`src/rtl/alu_arbiter_if.sv`:
```
// alu_arbiter_if
// Bundles every signal between the ALU arbiter, its two requesters and the
// shared ALU.
//   Requester side : req0/req1, cmd0/cmd1, op1_0/op2_0, op1_1/op2_1,
//                    cin0/cin1 (in to arbiter); ack0/ack1, err0/err1,
//                    result, busy (out of arbiter).
//   ALU side       : alu_req, alu_cmd, alu_op1, alu_op2, alu_cin (out of
//                    arbiter); alu_ack, alu_out (in to arbiter).
// Modports:
//   slave  - the arbiter's view.
//   master - the environment's view (requesters plus the ALU).
interface alu_arbiter_if #(
  parameter int W = 8
);
  logic          req0;
  logic          req1;
  logic [1:0]    cmd0;
  logic [1:0]    cmd1;
  logic [W-1:0]  op1_0;
  logic [W-1:0]  op2_0;
  logic [W-1:0]  op1_1;
  logic [W-1:0]  op2_1;
  logic          cin0;
  logic          cin1;
  logic          ack0;
  logic          ack1;
  logic          err0;
  logic          err1;
  logic [15:0]   result;
  logic          busy;
  logic          alu_req;
  logic [1:0]    alu_cmd;
  logic [W-1:0]  alu_op1;
  logic [W-1:0]  alu_op2;
  logic          alu_cin;
  logic          alu_ack;
  logic [15:0]   alu_out;

  modport slave (
    input  req0, req1, cmd0, cmd1, op1_0, op2_0, op1_1, op2_1, cin0, cin1,
    input  alu_ack, alu_out,
    output ack0, ack1, err0, err1, result, busy,
    output alu_req, alu_cmd, alu_op1, alu_op2, alu_cin
  );

  modport master (
    output req0, req1, cmd0, cmd1, op1_0, op2_0, op1_1, op2_1, cin0, cin1,
    output alu_ack, alu_out,
    input  ack0, ack1, err0, err1, result, busy,
    input  alu_req, alu_cmd, alu_op1, alu_op2, alu_cin
  );
endinterface

```
`src/rtl/alu_arbiter.sv`:
```
// alu_arbiter
// Two-port round-robin arbiter/sequencer for the shared 8-bit ALU. Each
// operation runs IDLE -> SETUP -> ISSUE -> DONE, so alu_req is low for at
// least one full cycle before every rising edge, and the granted requester
// sees a single-cycle ack with the 16-bit result.
// Ports:
//   clk  - clock, all logic on posedge
//   rst  - synchronous active-high reset
//   bus  - alu_arbiter_if.slave (requester and ALU signals)
// Parameters:
//   W       - operand width
//   TIMEOUT - ISSUE wait limit in cycles (only with ALU_ARB_TIMEOUT_EN)
// Optional feature: define ALU_ARB_TIMEOUT_EN to abort an operation the ALU
// never acknowledges (result 16'hFFFF, errN qualifies the ack).
module alu_arbiter #(
  parameter int W       = 8,
  parameter int TIMEOUT = 64
) (
  input logic          clk,
  input logic          rst,
  alu_arbiter_if.slave bus
);

  typedef enum logic [1:0] {S_IDLE, S_SETUP, S_ISSUE, S_DONE} state_t;

  state_t        r_state;
  state_t        w_state_next;
  logic          r_last;
  logic          r_gnt;
  logic [1:0]    r_cmd;
  logic [W-1:0]  r_op1;
  logic [W-1:0]  r_op2;
  logic          r_cin;
  logic [15:0]   r_result;

  logic          w_any_req;
  logic          w_gnt_sel;
  logic          w_grant;
  logic          w_timeout;
  logic          w_err_flag;

  assign w_any_req = bus.req0 | bus.req1;
  // On a tie the requester that was not served last wins; otherwise the
  // single active requester (req1 high implies index 1).
  assign w_gnt_sel = (bus.req0 & bus.req1) ? ~r_last : bus.req1;
  assign w_grant   = (r_state == S_IDLE) && w_any_req;

`ifdef ALU_ARB_TIMEOUT_EN
  localparam int CNT_W = $clog2(TIMEOUT + 1);

  logic [CNT_W-1:0] r_cnt;
  logic             r_err;

  // A real ack at the expiry edge takes priority over the timeout.
  assign w_timeout  = (r_state == S_ISSUE) && !bus.alu_ack &&
                      (r_cnt == CNT_W'(TIMEOUT));
  assign w_err_flag = r_err;

  always_ff @(posedge clk) begin
    if (rst) begin
      r_cnt <= '0;
      r_err <= 1'b0;
    end else begin
      if (r_state == S_SETUP) begin
        r_cnt <= '0;
      end else if ((r_state == S_ISSUE) && !bus.alu_ack && !w_timeout) begin
        r_cnt <= r_cnt + 1'b1;
      end
      // Decided on the edge that leaves ISSUE, held through DONE.
      if (r_state == S_ISSUE) begin
        r_err <= w_timeout;
      end
    end
  end
`else
  logic w_unused_cfg;

  assign w_timeout    = 1'b0;
  assign w_err_flag   = 1'b0;
  assign w_unused_cfg = (TIMEOUT > 0);
`endif

  // State register
  always_ff @(posedge clk) begin
    if (rst) begin
      r_state <= S_IDLE;
    end else begin
      r_state <= w_state_next;
    end
  end

  // Next-state logic
  always_comb begin
    w_state_next = r_state;
    case (r_state)
      S_IDLE:  if (w_any_req) w_state_next = S_SETUP;
      S_SETUP: w_state_next = S_ISSUE;
      S_ISSUE: if (bus.alu_ack || w_timeout) w_state_next = S_DONE;
      S_DONE:  w_state_next = S_IDLE;
      default: w_state_next = S_IDLE;
    endcase
  end

  // Grant bookkeeping, operand latch and result capture
  always_ff @(posedge clk) begin
    if (rst) begin
      r_last   <= 1'b1;
      r_gnt    <= 1'b0;
      r_cmd    <= '0;
      r_op1    <= '0;
      r_op2    <= '0;
      r_cin    <= 1'b0;
      r_result <= '0;
    end else begin
      if (w_grant) begin
        r_gnt <= w_gnt_sel;
        r_last <= w_gnt_sel;
        r_cmd <= w_gnt_sel ? bus.cmd1  : bus.cmd0;
        r_op1 <= w_gnt_sel ? bus.op1_1 : bus.op1_0;
        r_op2 <= w_gnt_sel ? bus.op2_1 : bus.op2_0;
        r_cin <= w_gnt_sel ? bus.cin1  : bus.cin0;
      end
      if (r_state == S_ISSUE) begin
        if (bus.alu_ack) begin
          r_result <= bus.alu_out;
        end else if (w_timeout) begin
          r_result <= 16'hFFFF;
        end
      end
    end
  end

  // Outputs decoded from the state register
  assign bus.busy    = (r_state != S_IDLE);
  assign bus.alu_req = (r_state == S_ISSUE);
  assign bus.ack0    = (r_state == S_DONE) && !r_gnt;
  assign bus.ack1    = (r_state == S_DONE) &&  r_gnt;
  assign bus.err0    = (r_state == S_DONE) && !r_gnt && w_err_flag;
  assign bus.err1    = (r_state == S_DONE) &&  r_gnt && w_err_flag;
  assign bus.result  = r_result;
  assign bus.alu_cmd = r_cmd;
  assign bus.alu_op1 = r_op1;
  assign bus.alu_op2 = r_op2;
  assign bus.alu_cin = r_cin;

endmodule

```
`src/flat_wrapper.sv`:
```
// flat-port wrapper written by rule: the top's interface ports become plain ports
module alu_arbiter_flat 
#(
  parameter int W       = 8,
  parameter int TIMEOUT = 64
)
  (clk, rst, bus_req0, bus_req1, bus_cmd0, bus_cmd1, bus_op1_0, bus_op2_0, bus_op1_1, bus_op2_1, bus_cin0, bus_cin1, bus_alu_ack, bus_alu_out, bus_ack0, bus_ack1, bus_err0, bus_err1, bus_result, bus_busy, bus_alu_req, bus_alu_cmd, bus_alu_op1, bus_alu_op2, bus_alu_cin);
  alu_arbiter_if #(.W(W)) bus_i ();
  input logic clk;
  input logic rst;
  input wire logic [$bits(bus_i.req0)-1:0] bus_req0;
  input wire logic [$bits(bus_i.req1)-1:0] bus_req1;
  input wire logic [$bits(bus_i.cmd0)-1:0] bus_cmd0;
  input wire logic [$bits(bus_i.cmd1)-1:0] bus_cmd1;
  input wire logic [$bits(bus_i.op1_0)-1:0] bus_op1_0;
  input wire logic [$bits(bus_i.op2_0)-1:0] bus_op2_0;
  input wire logic [$bits(bus_i.op1_1)-1:0] bus_op1_1;
  input wire logic [$bits(bus_i.op2_1)-1:0] bus_op2_1;
  input wire logic [$bits(bus_i.cin0)-1:0] bus_cin0;
  input wire logic [$bits(bus_i.cin1)-1:0] bus_cin1;
  input wire logic [$bits(bus_i.alu_ack)-1:0] bus_alu_ack;
  input wire logic [$bits(bus_i.alu_out)-1:0] bus_alu_out;
  output wire logic [$bits(bus_i.ack0)-1:0] bus_ack0;
  output wire logic [$bits(bus_i.ack1)-1:0] bus_ack1;
  output wire logic [$bits(bus_i.err0)-1:0] bus_err0;
  output wire logic [$bits(bus_i.err1)-1:0] bus_err1;
  output wire logic [$bits(bus_i.result)-1:0] bus_result;
  output wire logic [$bits(bus_i.busy)-1:0] bus_busy;
  output wire logic [$bits(bus_i.alu_req)-1:0] bus_alu_req;
  output wire logic [$bits(bus_i.alu_cmd)-1:0] bus_alu_cmd;
  output wire logic [$bits(bus_i.alu_op1)-1:0] bus_alu_op1;
  output wire logic [$bits(bus_i.alu_op2)-1:0] bus_alu_op2;
  output wire logic [$bits(bus_i.alu_cin)-1:0] bus_alu_cin;
  assign bus_i.req0 = bus_req0;
  assign bus_i.req1 = bus_req1;
  assign bus_i.cmd0 = bus_cmd0;
  assign bus_i.cmd1 = bus_cmd1;
  assign bus_i.op1_0 = bus_op1_0;
  assign bus_i.op2_0 = bus_op2_0;
  assign bus_i.op1_1 = bus_op1_1;
  assign bus_i.op2_1 = bus_op2_1;
  assign bus_i.cin0 = bus_cin0;
  assign bus_i.cin1 = bus_cin1;
  assign bus_i.alu_ack = bus_alu_ack;
  assign bus_i.alu_out = bus_alu_out;
  assign bus_ack0 = bus_i.ack0;
  assign bus_ack1 = bus_i.ack1;
  assign bus_err0 = bus_i.err0;
  assign bus_err1 = bus_i.err1;
  assign bus_result = bus_i.result;
  assign bus_busy = bus_i.busy;
  assign bus_alu_req = bus_i.alu_req;
  assign bus_alu_cmd = bus_i.alu_cmd;
  assign bus_alu_op1 = bus_i.alu_op1;
  assign bus_alu_op2 = bus_i.alu_op2;
  assign bus_alu_cin = bus_i.alu_cin;
  alu_arbiter #(.W(W), .TIMEOUT(TIMEOUT)) u_core (.clk(clk), .rst(rst), .bus(bus_i));
endmodule
```
`config.mk`:
```
export PLATFORM = sky130hd
export DESIGN_NAME = alu_arbiter_flat
export DESIGN_NICKNAME = d
export VERILOG_FILES = /design/src/rtl/alu_arbiter_if.sv /design/src/rtl/alu_arbiter.sv /design/src/flat_wrapper.sv
export SDC_FILE = /design/constraint.sdc
export NUM_CORES = 1
export LEC_CHECK = 0
export CAP_MARGIN = 20
export CORE_MARGIN = 8
export CORE_UTILIZATION = 40
export CTS_CLUSTER_DIAMETER = 50
export CTS_CLUSTER_SIZE = 25
export DETAILED_ROUTE_END_ITERATION = 7
export GPL_TIMING_DRIVEN = 1
export HOLD_SLACK_MARGIN = 0.08
export PLACE_DENSITY_LB_ADDON = 0.25
export RECOVER_POWER = 25
export SLEW_MARGIN = 25
export SYNTH_ARGS = -nofsm -noshare
export SYNTH_HDL_FRONTEND = slang
export SYNTH_SLANG_ARGS = --single-unit
export TNS_END_PERCENT = 30
```
`constraint.sdc`:
```
create_clock -name clk -period 2.5 [get_ports clk]
set_input_delay 0.5 -clock clk [delete_from_list [all_inputs] [get_ports clk]]
set_output_delay 0.5 -clock clk [all_outputs]
set_load 0.005 [all_outputs]
```
==> summary by stage, run 1 <==
Global routing
The number of global-route vias before repair is between 1,500 and 2,000. The total overflow reported by the global router is 0. For this run, the total global-route usage over all layers was measured as about 15%. The first global-routing pass estimated 8140 um of wire. The number of antenna violations at the first check in global routing is 0. Entering global routing, the biggest net connects 41 pins.

Power and ir drop
The power per standard cell area is 857 nW/um^2. The net switching power is roughly 0.77 mW. The cell leakage power is 1.07 nW. The internal portion of the total power is between 1.5 and 2 mW.

The worst vdd rail ir drop is roughly 0.00043 V. The sequential fraction of design power is between 30% and 40%. The net switching fraction of the power is about a third. The portion of total power attributed to combinational logic is ~43%.

The clock network is responsible for roughly a fifth of the overall power.

Route
The detailed-route via count is around 1,700. The number of iterations in the first detailed-routing pass is 4. The average wire per cell in the routed design is 15.1 um. In the routed design, unresolved DRC markers number 0. The detail route stage leaves a number of antenna-violating nets equal to 0. Wires add up to between 5000 and 6000 um. Using the TritonRoute via totals, the vias-per-cell ratio works out to 4.97.

In this run, the number of DRC markers left after iteration 0 of detailed routing was 80.

Critical path
Walking the worst path, the cells encountered are inv_1, ha_1, inv_1, clkdlybuf4s50_1. The cell occurring most often along the worst timing path is sky130_fd_sc_hd__inv_1. Of all nets on the critical path, the largest fanout is 6. At the worst endpoint, the arrival time is roughly 1.7 ns. The cell family contributing the most delay on the critical path is buffers and inverters. The critical path class is flip-flop to output pin. The worst setup path is launched from a flip-flop. The largest individual stage delay along the critical path comes from the cell sky130_fd_sc_hd__clkdlybuf4s50_1. The worst path buffer plus inverter count is 3. The worst endpoint required time is approximately 2 ns. The largest stage delay on the critical path is between 0.5 and 0.6 ns. STA classifies the critical path endpoint as an output pin.

Outcome
The flow ran to the end, and the final reports show no timing, DRC or antenna violations.

Synthesis
By area the synthesized netlist is led by sky130_fd_sc_hd__dfxtp_1 (46%), sky130_fd_sc_hd__nand2_1 (11%), sky130_fd_sc_hd__a21oi_1 (11%), sky130_fd_sc_hd__a211oi_2 (7.3%), sky130_fd_sc_hd__nor2_1 (4.4%). The library cell with the largest summed area after synthesis is sky130_fd_sc_hd__dfxtp_1. Counting every instance in the synthesized netlist gives around 210.

In this run, synthesis inferred 0 flip-flops with an integrated enable. The number of distinct library cells after synthesis is 27. The flop and latch count out of synthesis is 39.

The per-instance average area after synthesis is 8.25 um^2. The total of warnings raised by yosys is 0. The simple-gate share of the synthesized area is a little under a fifth. The mux share of post-synthesis cell area is less than 1%.

The share of the synthesized area in the top cell type is 45.7%. By area, the combinational part of the netlist is dominated by compound AO/OA/AOI/OAI gates. The synthesized netlist devotes 0% of its cell area to XOR and XNOR gates. The most used flip-flop cell after synthesis is sky130_fd_sc_hd__dfxtp_1. The sequential area share after synthesis is about 46%. The mapped cell area is 1710 um^2. For this run, asynchronously set or reset flops after synthesis account for 0%. The synthesized netlist devotes about a quarter of its cell area to compound gates.

The share of synthesized cell area in full adder, half adder and majority cells is under 10%.

Cells and area
Of the cells placed in the final design, the portion with a size suffix greater than 1 is ~8.3%. The area added between synthesis and finish is 61.6%. The count of inserted antenna diode cells is 0. Excluding fillers, the count of instances in the completed layout stands at between 300 and 400. The final layout contains between 300 and 400 nets. The filler cell count is ~360.

Timing
The setup clock skew after layout is approximately 0.0044 ns. Headroom to the max-slew limit came out at between 40% and 50%. Setup violations remaining at the end of the flow were counted as 0.

The slew at the pin closest to its max-slew limit is around 0.83 ns. The number of slew-limit violations in the final report is 0. Setup repair after global routing left no endpoint under its margin. Timing would allow up to ~0.46 GHz. After layout, the worst path uses a little under nine tenths of the clock period. The routed design could run at a clock period as short as around 2.2 ns. The number of hold-slack violations in the final timing report is 0.

In the final timing run, aggregate negative setup slack is 0 ns.

Flow run
The tool flagged a number of max-cap violations equal to 0.

Floorplanning
The boundary pin count is 100. The starting density of the core is between 40% and 50%. The total core area is between 4000 and 5000 um^2. Measured along the y axis, the die boundary spans between 80 and 90 um.

The x dimension of the die is around 81 um. The number of placement rows is 23. The die covers 6620 um^2.

Place
The number of placed cells counting well taps is 342. The quantity of I/O buffers inserted on ports is between 90 and 100. After legalization and detailed placement, the total HPWL measured about 3900 um. At the end of routability-driven placement, the weighted congestion stood at around 0.75.

CTS
The clock transition at the register clock pins on the worst setup and hold paths after CTS is 0.07 ns. Post-CTS timing repair inserted 0 buffers for setup. The number of clock sinks is 39. TritonCTS created 5 clock buffers. The clock tree root driver cell is sky130_fd_sc_hd__clkbuf_8. The depth of the CTS H-tree is 2. The source-to-sink clock delay at the later pin of the worst-skew pair is around 0.28 ns. The clock passes through at most 2 buffers. The TritonCTS clock tree is yes. The total of cells resized after clock tree synthesis is 0. The number of hold buffers added after CTS was 0.

Worst hold path
The min-delay analysis places its worst path in the category flip-flop to flip-flop.
==> worst register-to-register path, stage by stage (launching register included) <==
cell and delay, ns:
sky130_fd_sc_hd__dfxtp_1 0.37, sky130_fd_sc_hd__inv_1 0.08, sky130_fd_sc_hd__ha_1 0.27, sky130_fd_sc_hd__o21ai_0 0.29, sky130_fd_sc_hd__buf_4 0.31, sky130_fd_sc_hd__a21oi_1 0.07
sky130_fd_sc_hd__a211oi_1 0.27
==> metrics by stage <==
| step | utilization, % | setup slack [ns] | hold slack [ns] | instance area (um^2) | power, mW |
|---|---|---|---|---|---|
| floorplan | - | 1.18 | 0.453 | 1710 | 1.42 |
| global route | 68.0 | 0.211 | 0.474 | 2760 | 2.52 |
| finish | 68.0 | 0.343 | 0.453 | 2760 | 2.37 |
| global placement | 65.6 | 0.475 | 0.441 | 2660 | 1.92 |
| CTS | 68.0 | 0.374 | 0.455 | 2760 | 2.41 |
| detailed placement | 65.6 | 0.363 | 0.445 | 2660 | 1.94 |
==> Yosys cell counts, types with 3 or more instances <==
master                      n
sky130_fd_sc_hd__nand2_1   52
sky130_fd_sc_hd__buf_6      3
sky130_fd_sc_hd__buf_4      4
sky130_fd_sc_hd__inv_1      3
sky130_fd_sc_hd__dfxtp_1   39
sky130_fd_sc_hd__ha_1       3
sky130_fd_sc_hd__buf_2      6
sky130_fd_sc_hd__a21oi_1   37
sky130_fd_sc_hd__a211oi_1   9
sky130_fd_sc_hd__clkbuf_1   3
sky130_fd_sc_hd__a211oi_2  10
sky130_fd_sc_hd__nor2_1    20
==> sequential cells by signal, indices dropped and copies added (netlist names) <==
name / flops
u_core.bus.alu_cin: 1
u_core.bus.alu_cmd: 2
u_core.bus.alu_op1: 8
u_core.bus.result: 16
u_core.bus.alu_op2: 8
u_core.r_state: 2
u_core.r_last: 1
u_core.r_gnt: 1
==> metal layers <==
metal  wire length (um)  global-route usage [%]  part of all wire, %  vias to the layer above
met4                 51                    4.82                 0.96                        0
met2               2560                    25.9                   48                       64
met5                  0                       0                    0                        -
met3                541                    5.41                   10                        7
met1               2140                    18.1                   40                      797
li1                   -                       -                    -                      873
==> cells in the final DEF, fill, tap and decap left out, types with 2 or more instances in the layout <==
master	Yosys	routed
sky130_fd_sc_hd__nand2b_1	2	2
sky130_fd_sc_hd__conb_1	1	2
sky130_fd_sc_hd__a211oi_1	9	9
sky130_fd_sc_hd__inv_1	3	4
sky130_fd_sc_hd__nand2_1	52	52
sky130_fd_sc_hd__dfxtp_1	39	39
sky130_fd_sc_hd__o21a_1	2	2
sky130_fd_sc_hd__dlygate4sd3_1	0	13
sky130_fd_sc_hd__ha_1	3	3
sky130_fd_sc_hd__a211oi_2	10	10
sky130_fd_sc_hd__clkdlybuf4s50_1	0	83
sky130_fd_sc_hd__clkbuf_8	0	7
sky130_fd_sc_hd__buf_4	4	4
sky130_fd_sc_hd__nor2_1	20	20
sky130_fd_sc_hd__a21oi_1	37	37
==> kinds of logic (layout without fill, tap and decap cells) <==
kind of cell	Yosys count	count (layout)
other	1	2
flip-flops	39	39
AO/OA/AOI/OAI	64	64
multiplexers	1	1
AND/OR/NAND/NOR	78	78
buffers and inverters	21	113
adder cells (fa/ha/maj)	3	3
==> worst paths after layout <==
path | startpoint | end | slack [ns] | cells past startpoint
worst min-delay path | u_core.bus.result[15] | u_core.bus.result[15] | 0.45 | 2
worst max register to register | u_core.r_state[0] | u_core.bus.alu_op1[7] | 0.74 | 6
worst min register to register | u_core.bus.result[15] | u_core.bus.result[15] | 0.45 | 2
worst max-delay path | u_core.r_state[0] | bus_busy | 0.34 | 4
==> power groups by stage <==
stage | sequential (mW) | clock, mW | combinational (mW)
3_3_place_gp | 0.899 | 0 | 1.02
6_report | 0.893 | 0.462 | 1.01
5_1_grt | 0.910 | 0.503 | 1.11
4_1_cts | 0.894 | 0.467 | 1.05
3_5_place_dp | 0.906 | 0 | 1.04
2_1_floorplan | 0.910 | 0 | 0.510
==> cell type report <==
| type | instances | area, um^2 | share of cell area (%) |
|---|---|---|---|
| clock buffers | 8 | 100 | 3.63 |
| inverters | 4 | 15.0 | 0.544 |
| multi-input cells | 148 | 806 | 29.2 |
| flip-flops and latches | 39 | 781 | 28.3 |
| well taps | 50 | 62.6 | 2.27 |
| repair buffers | 101 | 996 | 36.1 |
No activity file was read; power rests on OpenSTA's default activity.
==> inputs of run 2 (changes only) <==
TNS_END_PERCENT = 100   (was 30)
==> results of run 2 <==
Same layout as run 1: the final DEF is identical, and so are final timing and power.
==> inputs of run 3 (changes only) <==
SLEW_MARGIN = not set   (was 25)
==> results of run 3 <==
Same layout as run 1: the final DEF is identical, and so are final timing and power.
